`src/rtl/samsun_execute_if.sv`:
```
// Execute-stage bundle for Samsun_Core: decode-side request signals plus writeback/redirect returns.
// The slave modport is the execute stage; the master modport is the decode/fetch side.
interface samsun_execute_if #(
    parameter int XLEN   = 32,
    parameter int CTRL_W = 13
);
    logic [CTRL_W-1:0] exec_ctrl_signal_i;
    logic [XLEN-1:0]   exec_operand1_i;
    logic [XLEN-1:0]   exec_operand2_i;
    logic [XLEN-1:0]   exec_rs2_i;
    logic [4:0]        exec_rd_addr_i;
    logic [XLEN-1:0]   exec_pc_i;
    logic              exec_ready_o;
    logic              exec_flush_o;
    logic              br_taken_o;
    logic [XLEN-1:0]   br_tgt_addr_o;
    logic [4:0]        wb_rd_addr_o;
    logic [XLEN-1:0]   wb_rd_o;
    logic              wb_rd_en_o;

    modport slave (
        input  exec_ctrl_signal_i, exec_operand1_i, exec_operand2_i, exec_rs2_i,
               exec_rd_addr_i, exec_pc_i,
        output exec_ready_o, exec_flush_o, br_taken_o, br_tgt_addr_o,
               wb_rd_addr_o, wb_rd_o, wb_rd_en_o
    );

    modport master (
        output exec_ctrl_signal_i, exec_operand1_i, exec_operand2_i, exec_rs2_i,
               exec_rd_addr_i, exec_pc_i,
        input  exec_ready_o, exec_flush_o, br_taken_o, br_tgt_addr_o,
               wb_rd_addr_o, wb_rd_o, wb_rd_en_o
    );
endinterface

```
`src/rtl/samsun_execute.sv`:
```
// Samsun_Core execute stage: RV32I ALU, branch/jump resolution, serial 1-bit/cycle shifter.
// Define SAMSUN_EXEC_FAST_SHIFT_EN to replace the serial shifter with a single-cycle barrel shifter.
module samsun_execute #(
    parameter int XLEN   = 32,
    parameter int CTRL_W = 13
) (
    input  logic                  clk_i,
    input  logic                  rst_ni,
    samsun_execute_if.slave       exec_if
);
    localparam logic [3:0] OP_SUB  = 4'd1;
    localparam logic [3:0] OP_SLL  = 4'd2;
    localparam logic [3:0] OP_SLT  = 4'd3;
    localparam logic [3:0] OP_SLTU = 4'd4;
    localparam logic [3:0] OP_XOR  = 4'd5;
    localparam logic [3:0] OP_SRL  = 4'd6;
    localparam logic [3:0] OP_SRA  = 4'd7;
    localparam logic [3:0] OP_OR   = 4'd8;
    localparam logic [3:0] OP_AND  = 4'd9;
    localparam logic [3:0] OP_PASS = 4'd10;

    typedef enum logic {IDLE, SHIFT} state_t;

    function automatic logic [XLEN-1:0] alu_calc(input logic [3:0] op,
                                                 input logic [XLEN-1:0] a,
                                                 input logic [XLEN-1:0] b);
        logic [XLEN-1:0] res;
        res = a + b;
        case (op)
            OP_SUB:  res = a - b;
            OP_SLT:  res = {{(XLEN-1){1'b0}}, ($signed(a) < $signed(b))};
            OP_SLTU: res = {{(XLEN-1){1'b0}}, (a < b)};
            OP_XOR:  res = a ^ b;
            OP_OR:   res = a | b;
            OP_AND:  res = a & b;
            OP_PASS: res = b;
`ifdef SAMSUN_EXEC_FAST_SHIFT_EN
            OP_SLL:  res = a << b[4:0];
            OP_SRL:  res = a >> b[4:0];
            OP_SRA:  res = $signed(a) >>> b[4:0];
`else
            // Only reached with shamt==0; nonzero amounts go through the serial path
            OP_SLL, OP_SRL, OP_SRA: res = a;
`endif
            default: res = a + b;
        endcase
        return res;
    endfunction

    function automatic logic br_cond(input logic [2:0] f3,
                                     input logic [XLEN-1:0] a,
                                     input logic [XLEN-1:0] b);
        case (f3)
            3'b000:  return a == b;
            3'b001:  return a != b;
            3'b100:  return $signed(a) <  $signed(b);
            3'b101:  return $signed(a) >= $signed(b);
            3'b110:  return a <  b;
            3'b111:  return a >= b;
            default: return 1'b0;
        endcase
    endfunction

    logic [CTRL_W-1:0] w_ctrl;
    logic [3:0]        w_alu_op;
    logic              w_valid, w_rd_we, w_branch, w_jal, w_jalr;
    logic [2:0]        w_funct3;
    logic              w_ready, w_accept, w_wb_ok, w_start_shift;
    logic              w_unused_rsvd;
    logic [XLEN-1:0]   w_jalr_sum, w_shift_next;
    state_t            r_state, w_state_nxt;

    logic [XLEN-1:0]   r_shift_val;
    logic [4:0]        r_cnt;
    logic [3:0]        r_shift_op;
    logic [4:0]        r_shift_rd;
    logic              r_shift_we;
    logic              r_wb_en, r_taken, r_flush;
    logic [4:0]        r_wb_addr;
    logic [XLEN-1:0]   r_wb_data, r_tgt;

    assign w_ctrl        = exec_if.exec_ctrl_signal_i;
    assign w_alu_op      = w_ctrl[3:0];
    assign w_valid       = w_ctrl[4];
    assign w_rd_we       = w_ctrl[5];
    assign w_branch      = w_ctrl[6];
    assign w_funct3      = w_ctrl[9:7];
    assign w_jal         = w_ctrl[10];
    assign w_jalr        = w_ctrl[11];
    assign w_unused_rsvd = w_ctrl[12];

    assign w_ready    = (r_state == IDLE);
    assign w_accept   = w_valid && w_ready && !r_flush;
    assign w_wb_ok    = w_rd_we && (exec_if.exec_rd_addr_i != 5'd0);
    assign w_jalr_sum = exec_if.exec_operand1_i + exec_if.exec_operand2_i;

`ifdef SAMSUN_EXEC_FAST_SHIFT_EN
    assign w_start_shift = 1'b0;
`else
    logic w_is_shift;
    assign w_is_shift    = (w_alu_op == OP_SLL) || (w_alu_op == OP_SRL) || (w_alu_op == OP_SRA);
    assign w_start_shift = w_accept && !w_branch && !w_jal && !w_jalr && w_is_shift &&
                           (exec_if.exec_operand2_i[4:0] != 5'd0);
`endif

    always_comb begin
        w_shift_next = r_shift_val >> 1;
        case (r_shift_op)
            OP_SLL:  w_shift_next = r_shift_val << 1;
            OP_SRA:  w_shift_next = {r_shift_val[XLEN-1], r_shift_val[XLEN-1:1]};
            default: w_shift_next = r_shift_val >> 1;
        endcase
    end

    always_ff @(posedge clk_i or negedge rst_ni) begin
        if (!rst_ni) r_state <= IDLE;
        else         r_state <= w_state_nxt;
    end

    always_comb begin
        w_state_nxt = r_state;
        case (r_state)
            IDLE:    if (w_start_shift) w_state_nxt = SHIFT;
            SHIFT:   if (r_cnt == 5'd1) w_state_nxt = IDLE;
            default: w_state_nxt = IDLE;
        endcase
    end

    always_ff @(posedge clk_i or negedge rst_ni) begin
        if (!rst_ni) begin
            r_shift_val <= '0;
            r_cnt       <= '0;
            r_shift_op  <= '0;
            r_shift_rd  <= '0;
            r_shift_we  <= 1'b0;
            r_wb_en     <= 1'b0;
            r_taken     <= 1'b0;
            r_flush     <= 1'b0;
            r_wb_addr   <= '0;
            r_wb_data   <= '0;
            r_tgt       <= '0;
        end else begin
            r_wb_en <= 1'b0;
            r_taken <= 1'b0;
            r_flush <= 1'b0;
            if (r_state == SHIFT) begin
                r_cnt <= r_cnt - 5'd1;
                if (r_cnt == 5'd1) begin
                    r_wb_en <= r_shift_we;
                    if (r_shift_we) begin
                        r_wb_data <= w_shift_next;
                        r_wb_addr <= r_shift_rd;
                    end
                end else begin
                    r_shift_val <= w_shift_next;
                end
            end else if (w_accept) begin
                if (w_start_shift) begin
                    r_shift_val <= exec_if.exec_operand1_i;
                    r_cnt       <= exec_if.exec_operand2_i[4:0];
                    r_shift_op  <= w_alu_op;
                    r_shift_rd  <= exec_if.exec_rd_addr_i;
                    r_shift_we  <= w_wb_ok;
                end else if (w_jal || w_jalr) begin
                    r_taken <= 1'b1;
                    r_flush <= 1'b1;
                    r_tgt   <= w_jal ? (exec_if.exec_pc_i + exec_if.exec_operand2_i)
                                     : {w_jalr_sum[XLEN-1:1], 1'b0};
                    r_wb_en <= w_wb_ok;
                    if (w_wb_ok) begin
                        r_wb_data <= exec_if.exec_pc_i + 32'd4;
                        r_wb_addr <= exec_if.exec_rd_addr_i;
                    end
                end else if (w_branch) begin
                    if (br_cond(w_funct3, exec_if.exec_operand1_i, exec_if.exec_rs2_i)) begin
                        r_taken <= 1'b1;
                        r_flush <= 1'b1;
                        r_tgt   <= exec_if.exec_pc_i + exec_if.exec_operand2_i;
                    end
                end else begin
                    r_wb_en <= w_wb_ok;
                    if (w_wb_ok) begin
                        r_wb_data <= alu_calc(w_alu_op, exec_if.exec_operand1_i,
                                              exec_if.exec_operand2_i);
                        r_wb_addr <= exec_if.exec_rd_addr_i;
                    end
                end
            end
        end
    end

    assign exec_if.exec_ready_o  = w_ready;
    assign exec_if.exec_flush_o  = r_flush;
    assign exec_if.br_taken_o    = r_taken;
    assign exec_if.br_tgt_addr_o = r_tgt;
    assign exec_if.wb_rd_addr_o  = r_wb_addr;
    assign exec_if.wb_rd_o       = r_wb_data;
    assign exec_if.wb_rd_en_o    = r_wb_en;
endmodule
```
`src/flat_wrapper.sv`:
```
// flat-port wrapper written by rule: the top's interface ports become plain ports
module samsun_execute_flat 
#(
    parameter int XLEN   = 32,
    parameter int CTRL_W = 13
)
  (clk_i, rst_ni, exec_if_exec_ctrl_signal_i, exec_if_exec_operand1_i, exec_if_exec_operand2_i, exec_if_exec_rs2_i, exec_if_exec_rd_addr_i, exec_if_exec_pc_i, exec_if_exec_ready_o, exec_if_exec_flush_o, exec_if_br_taken_o, exec_if_br_tgt_addr_o, exec_if_wb_rd_addr_o, exec_if_wb_rd_o, exec_if_wb_rd_en_o);
  samsun_execute_if #(.XLEN(XLEN), .CTRL_W(CTRL_W)) exec_if_i ();
  input  logic clk_i;
  input  logic rst_ni;
  input wire logic [$bits(exec_if_i.exec_ctrl_signal_i)-1:0] exec_if_exec_ctrl_signal_i;
  input wire logic [$bits(exec_if_i.exec_operand1_i)-1:0] exec_if_exec_operand1_i;
  input wire logic [$bits(exec_if_i.exec_operand2_i)-1:0] exec_if_exec_operand2_i;
  input wire logic [$bits(exec_if_i.exec_rs2_i)-1:0] exec_if_exec_rs2_i;
  input wire logic [$bits(exec_if_i.exec_rd_addr_i)-1:0] exec_if_exec_rd_addr_i;
  input wire logic [$bits(exec_if_i.exec_pc_i)-1:0] exec_if_exec_pc_i;
  output wire logic [$bits(exec_if_i.exec_ready_o)-1:0] exec_if_exec_ready_o;
  output wire logic [$bits(exec_if_i.exec_flush_o)-1:0] exec_if_exec_flush_o;
  output wire logic [$bits(exec_if_i.br_taken_o)-1:0] exec_if_br_taken_o;
  output wire logic [$bits(exec_if_i.br_tgt_addr_o)-1:0] exec_if_br_tgt_addr_o;
  output wire logic [$bits(exec_if_i.wb_rd_addr_o)-1:0] exec_if_wb_rd_addr_o;
  output wire logic [$bits(exec_if_i.wb_rd_o)-1:0] exec_if_wb_rd_o;
  output wire logic [$bits(exec_if_i.wb_rd_en_o)-1:0] exec_if_wb_rd_en_o;
  assign exec_if_i.exec_ctrl_signal_i = exec_if_exec_ctrl_signal_i;
  assign exec_if_i.exec_operand1_i = exec_if_exec_operand1_i;
  assign exec_if_i.exec_operand2_i = exec_if_exec_operand2_i;
  assign exec_if_i.exec_rs2_i = exec_if_exec_rs2_i;
  assign exec_if_i.exec_rd_addr_i = exec_if_exec_rd_addr_i;
  assign exec_if_i.exec_pc_i = exec_if_exec_pc_i;
  assign exec_if_exec_ready_o = exec_if_i.exec_ready_o;
  assign exec_if_exec_flush_o = exec_if_i.exec_flush_o;
  assign exec_if_br_taken_o = exec_if_i.br_taken_o;
  assign exec_if_br_tgt_addr_o = exec_if_i.br_tgt_addr_o;
  assign exec_if_wb_rd_addr_o = exec_if_i.wb_rd_addr_o;
  assign exec_if_wb_rd_o = exec_if_i.wb_rd_o;
  assign exec_if_wb_rd_en_o = exec_if_i.wb_rd_en_o;
  samsun_execute #(.XLEN(XLEN), .CTRL_W(CTRL_W)) u_core (.clk_i(clk_i), .rst_ni(rst_ni), .exec_if(exec_if_i));
endmodule
```
`config.mk`:
```
export PLATFORM = sky130hd
export DESIGN_NAME = samsun_execute_flat
export DESIGN_NICKNAME = d
export VERILOG_FILES = /design/src/rtl/samsun_execute_if.sv /design/src/rtl/samsun_execute.sv /design/src/flat_wrapper.sv
export SDC_FILE = /design/constraint.sdc
export NUM_CORES = 1
export LEC_CHECK = 0
export ABC_AREA = 0
export BUFFER_PORTS_ARGS = -buffer_cell sky130_fd_sc_hd__buf_2
export CELL_PAD_IN_SITES_DETAIL_PLACEMENT = 1
export CELL_PAD_IN_SITES_GLOBAL_PLACEMENT = 2
export CORE_ASPECT_RATIO = 1.5
export CORE_MARGIN = 4
export CORE_UTILIZATION = 37
export CTS_BUF_LIST = sky130_fd_sc_hd__clkbuf_8
export CTS_CLUSTER_DIAMETER = 100
export DETAILED_ROUTE_END_ITERATION = 6
export PLACE_DENSITY_LB_ADDON = 0.1
export REMOVE_ABC_BUFFERS = 1
export SLEW_MARGIN = 25
export SYNTH_ARGS = -nofsm -noshare
export SYNTH_HDL_FRONTEND = slang
export SYNTH_SLANG_ARGS = --single-unit
```
`constraint.sdc`:
```
create_clock -name clk_i -period 4 [get_ports clk_i]
set_input_delay 1.2 -clock clk_i [delete_from_list [all_inputs] [get_ports clk_i]]
set_output_delay 1.2 -clock clk_i [all_outputs]
set_load 0.01 [all_outputs]
```
==> flow_metrics.py <==
metrics = {
    "power_and_ir_drop": {
        "pwr_density_cell_nw_per_um2": 400,
        "p_sw_share_pct": 47.1,
        "p_clk_share_pct": 15.6,
        "seqPwrFrac_pct": 27.9,
        "power.internal_mw": 4.07,
        "p_sw_mw": 3.62,
        "power_mw": 7.69,
        "comb_power_share_pct": 56.5,
        "power_leakage_nw": 9.38,
        "ir_worst_vdd_uv": 338,
    },
    "setup_path": {
        "worst_r2r_path_depth": 7,
        "critical_path.most_common_cell": "mux2_2",
        "cp-start-kind": "input pin",
        "crit_family": "compound AO/OA/AOI/OAI gates",
        "critical_path.max_fanout": 5,
        "cp-end-kind": "flop",
        "critPathRequiredTime_ns": 4.40,
        "startpoint": "exec_if_exec_operand2_i[0]",
        "reg2reg_slack_ns": 1.49,
        "cp_cell_sequence": "buf_2 > ha_1 > inv_1 > fa_2 > nor2b_4 > o31ai_4 > a211oi_2 > buf_4 > o32a_4 > a211o_1 > a21oi_2 > o21ai_1 > xor2_1 > mux2_2 > mux2_2",
        "rr_endpoint": "u_core.r_shift_val[19]",
        "critPathSlowestCell": "o32a_4",
        "r2r_start": "u_core.r_cnt[1]",
        "slowest_delay_ns": 0.38,
        "critical_path_class": "input pin to flop",
        "critical_path_buf_inv_count": 3,
        "critPathArrivalTime_ns": 4.39,
    },
    "finish": {
        "drive_gt1_share_pct": 29.9,
        "final_area_um2": 19200,
        "nets": 2736,
        "instances_no_fill": 2926,
        "syn_to_final_growth_pct": 35.4,
    },
    "global_route": {
        "grt_max_degree": 87,
        "antenna_found_initial": 1,
        "grt.total_usage_pct": 34.2,
        "grt_pass1_wl_um": 109000,
        "gr-total-overflow": 0,
        "grt_pass1_vias": 18300,
    },
    "drt": {
        "drt_first_pass_iters": 7,
        "vias": 16900,
        "drc_errors": 2,
        "routed_via_density": 5.77,
        "wirelength_um": 72500,
        "drtAntennaViolNets": 0,
        "drtIter0Drc": 828,
        "wl_per_cell_um": 24.8,
    },
    "timing": {
        "setup_viol": 0,
        "holdWs_ns": 0.473,
        "skew_ns": 0.0285,
        "fin_setup_tns_ns": 0,
        "fmax_ghz": 0.251,
        "maxSlewViolCount": 0,
        "worst_slew_pin_slew_ns": 0.967,
        "period_share_pct": 99.5,
        "hold_viol_final": 0,
        "fin_crit_ns": 3.98,
        "relSlewSlack_pct": 35.6,
        "rsz0062_at_grt": "true",
    },
    "synthesis": {
        "synth_cell_type_count": 81,
        "synth_edf_count": 0,
        "syn-cell-area_um2": 14200,
        "yosysSeqAreaShare_pct": 21.0,
        "avgSynthCellArea_um2": 7.54,
        "synth_ff_type": "dfrtp_1",
        "synth_seq_cells": 119,
        "synthArstFlopShare_pct": 100,
        "netlist.area_leader.share_pct": 21.0,
        "yosys.area.top_type": "dfrtp_1",
        "synthTopCellsByArea": "dfrtp_1 21%, ha_1 14%, nand2_1 6.2%, o21ai_0 5.1%, a21oi_1 5.0%",
        "yosysWarnings": 0,
        "syn_inst": 1885,
    },
    "min_path": {
        "worstHoldStart": "u_core.exec_if.wb_rd_o[7]",
        "hp-class": "flop to flop",
        "hold_end": "u_core.exec_if.wb_rd_o[7]",
        "hold_depth": 2,
    },
    "clock_network": {
        "clock_latency_ns": 0.53,
        "cts.htree.levels": 4,
        "clock_path_buffers": 2,
        "ctsRootBufferMaster": "clkbuf_8",
        "cts.sinks": 119,
        "cts_tree": "built",
        "path_clk_slew_ns": 0.09,
        "postCtsHoldBufs": 0,
        "cts_buffers": 17,
    },
    "flow_run": {
        "drv_cap": 0,
    },
    "floorplanning": {
        "placeableCoreArea_um2": 37800,
        "dieWidth_um": 168,
        "die-height_um": 248,
        "start_util_pct": 37.6,
        "io_pins": 221,
        "num_rows": 87,
        "die_area_um2": 41700,
    },
    "place": {
        "post_dp_cell_area_um2": 18700,
        "dp_cells": 2893,
        "place.detailed.hpwl_um": 58400,
        "io_buffers": 219,
        "gp_congestion": 0.930,
    },
    "outcome": {
        "violations": "DRC",
        "status": "finished with violations",
    },
}
-- what timing repair did --
action | CTS | global route
setup endpoints to repair | 0 | 22
setup buffers | 0 | 0
resized for setup | 0 | 21
-- through the flow --
step,setup WS [ns],util [%]
2_1_floorplan,-4.37,-
4_1_cts,0.00767,50.6
6_report,0.0192,50.9
3_5_place_dp,-0.532,49.6
5_1_grt,-0.0131,50.9
3_3_place_gp,-0.521,49.6
-- worst max path at each step --
stage	slack, ns	endpoint	depth (start not counted)
after global routing	-0.01	u_core.exec_if.br_tgt_addr_o[30]	15
after CTS	0.008	u_core.exec_if.wb_rd_o[22]	17
final	0.02	u_core.exec_if.br_tgt_addr_o[30]	15
after floorplan	-4.37	u_core.exec_if.wb_rd_o[26]	9
after detailed placement	-0.53	u_core.exec_if.br_tgt_addr_o[30]	14
after global placement	-0.52	u_core.exec_if.br_tgt_addr_o[30]	14
-- cells in the final DEF (no fill, tap or decap), types with 27 or more instances in the layout --
master / synthesis / final
nor2_1: 128 / 125
o211ai_1: 27 / 27
a211oi_1: 29 / 27
o21ai_0: 146 / 146
buf_4: 1 / 397
nand2_1: 235 / 234
inv_1: 156 / 156
xnor2_1: 77 / 74
nor3_1: 38 / 38
dfrtp_1: 119 / 118
buf_2: 17 / 218
ha_1: 162 / 160
a21oi_1: 141 / 139
nand3_1: 56 / 56
-- layout make-up --
type / count / area (µm²)
Timing Repair Buffer: 623 / 4220
Clock buffer: 18 / 248
Inverter: 158 / 593
Fill cell: 4822 / 18500
Antenna cell: 1 / 2.50
Multi-Input combinational cell: 1504 / 10400
Tap cell: 489 / 612
Sequential cell: 119 / 2980
Clock inverter: 14 / 136
-- cell families (layout without fill, tap and decap cells) --
family / after synthesis / count (layout) / synth area share (%)
other cells: 0 / 1 / 0
simple gates: 585 / 585 / 18.9
fa+ha+maj: 165 / 165 / 14.7
buf+inv: 262 / 813 / 7.10
mux: 69 / 69 / 5.25
compound gates: 584 / 584 / 26.9
xor+xnor: 101 / 101 / 6.23
flops: 119 / 119 / 21.0
-- power groups by stage --
stage          logic, mW  registers [mW]  clock network [mW]
2_1_floorplan       2.01            2.30                   0
3_3_place_gp        4.20            2.14                   0
3_5_place_dp        4.31            2.16                   0
4_1_cts             4.34            2.14                1.22
5_1_grt             4.75            2.21                1.28
6_report            4.35            2.14                1.20
-- worst reg2reg max path: stages (launching register included) --
cell and delay [ns]:
dfrtp_1 0.39, inv_1 0.10, ha_1 0.14, nor4b_1 0.64, nor2_1 0.17, nor2_4 0.37, buf_12 0.24, mux2_2 0.37
-- state kept, by name (all words and copies together) (netlist names) --
name                          flops
u_core.exec_if.br_tgt_addr_o     32
u_core.exec_if.wb_rd_o           32
u_core.r_shift_val               32
u_core.exec_if.wb_rd_addr_o       5
u_core.r_cnt                      5
u_core.r_shift_rd                 5
u_core.r_shift_we                 1
u_core.r_shift_op                 4
u_core.r_state                    1
u_core.exec_if.wb_rd_en_o         1
u_core.exec_if.br_taken_o         1
-- per-layer routing --
metal / global-route usage, % / share of wire (%)
met3: 3.79 / 4.0
met1: 35.7 / 36
met4: 23.3 / 7.8
met5: 0 / 0
met2: 63.8 / 52
-- cell usage after synthesis (all sizes together), types with 22 or more instances --
| master | count |
|---|---|
| nand2 | 235 |
| o21ai | 170 |
| ha | 162 |
| inv | 157 |
| a21oi | 143 |
| nor2 | 128 |
| dfrtp | 119 |
| clkbuf | 77 |
| xnor2 | 77 |
| nand3 | 56 |
| mux2 | 44 |
| nor3 | 38 |
| a211oi | 29 |
| buf | 27 |
| o211ai | 27 |
| mux2i | 25 |
| xor2 | 24 |
| a21o | 23 |
| nand2b | 22 |
(Power assumes the default switching activity.)
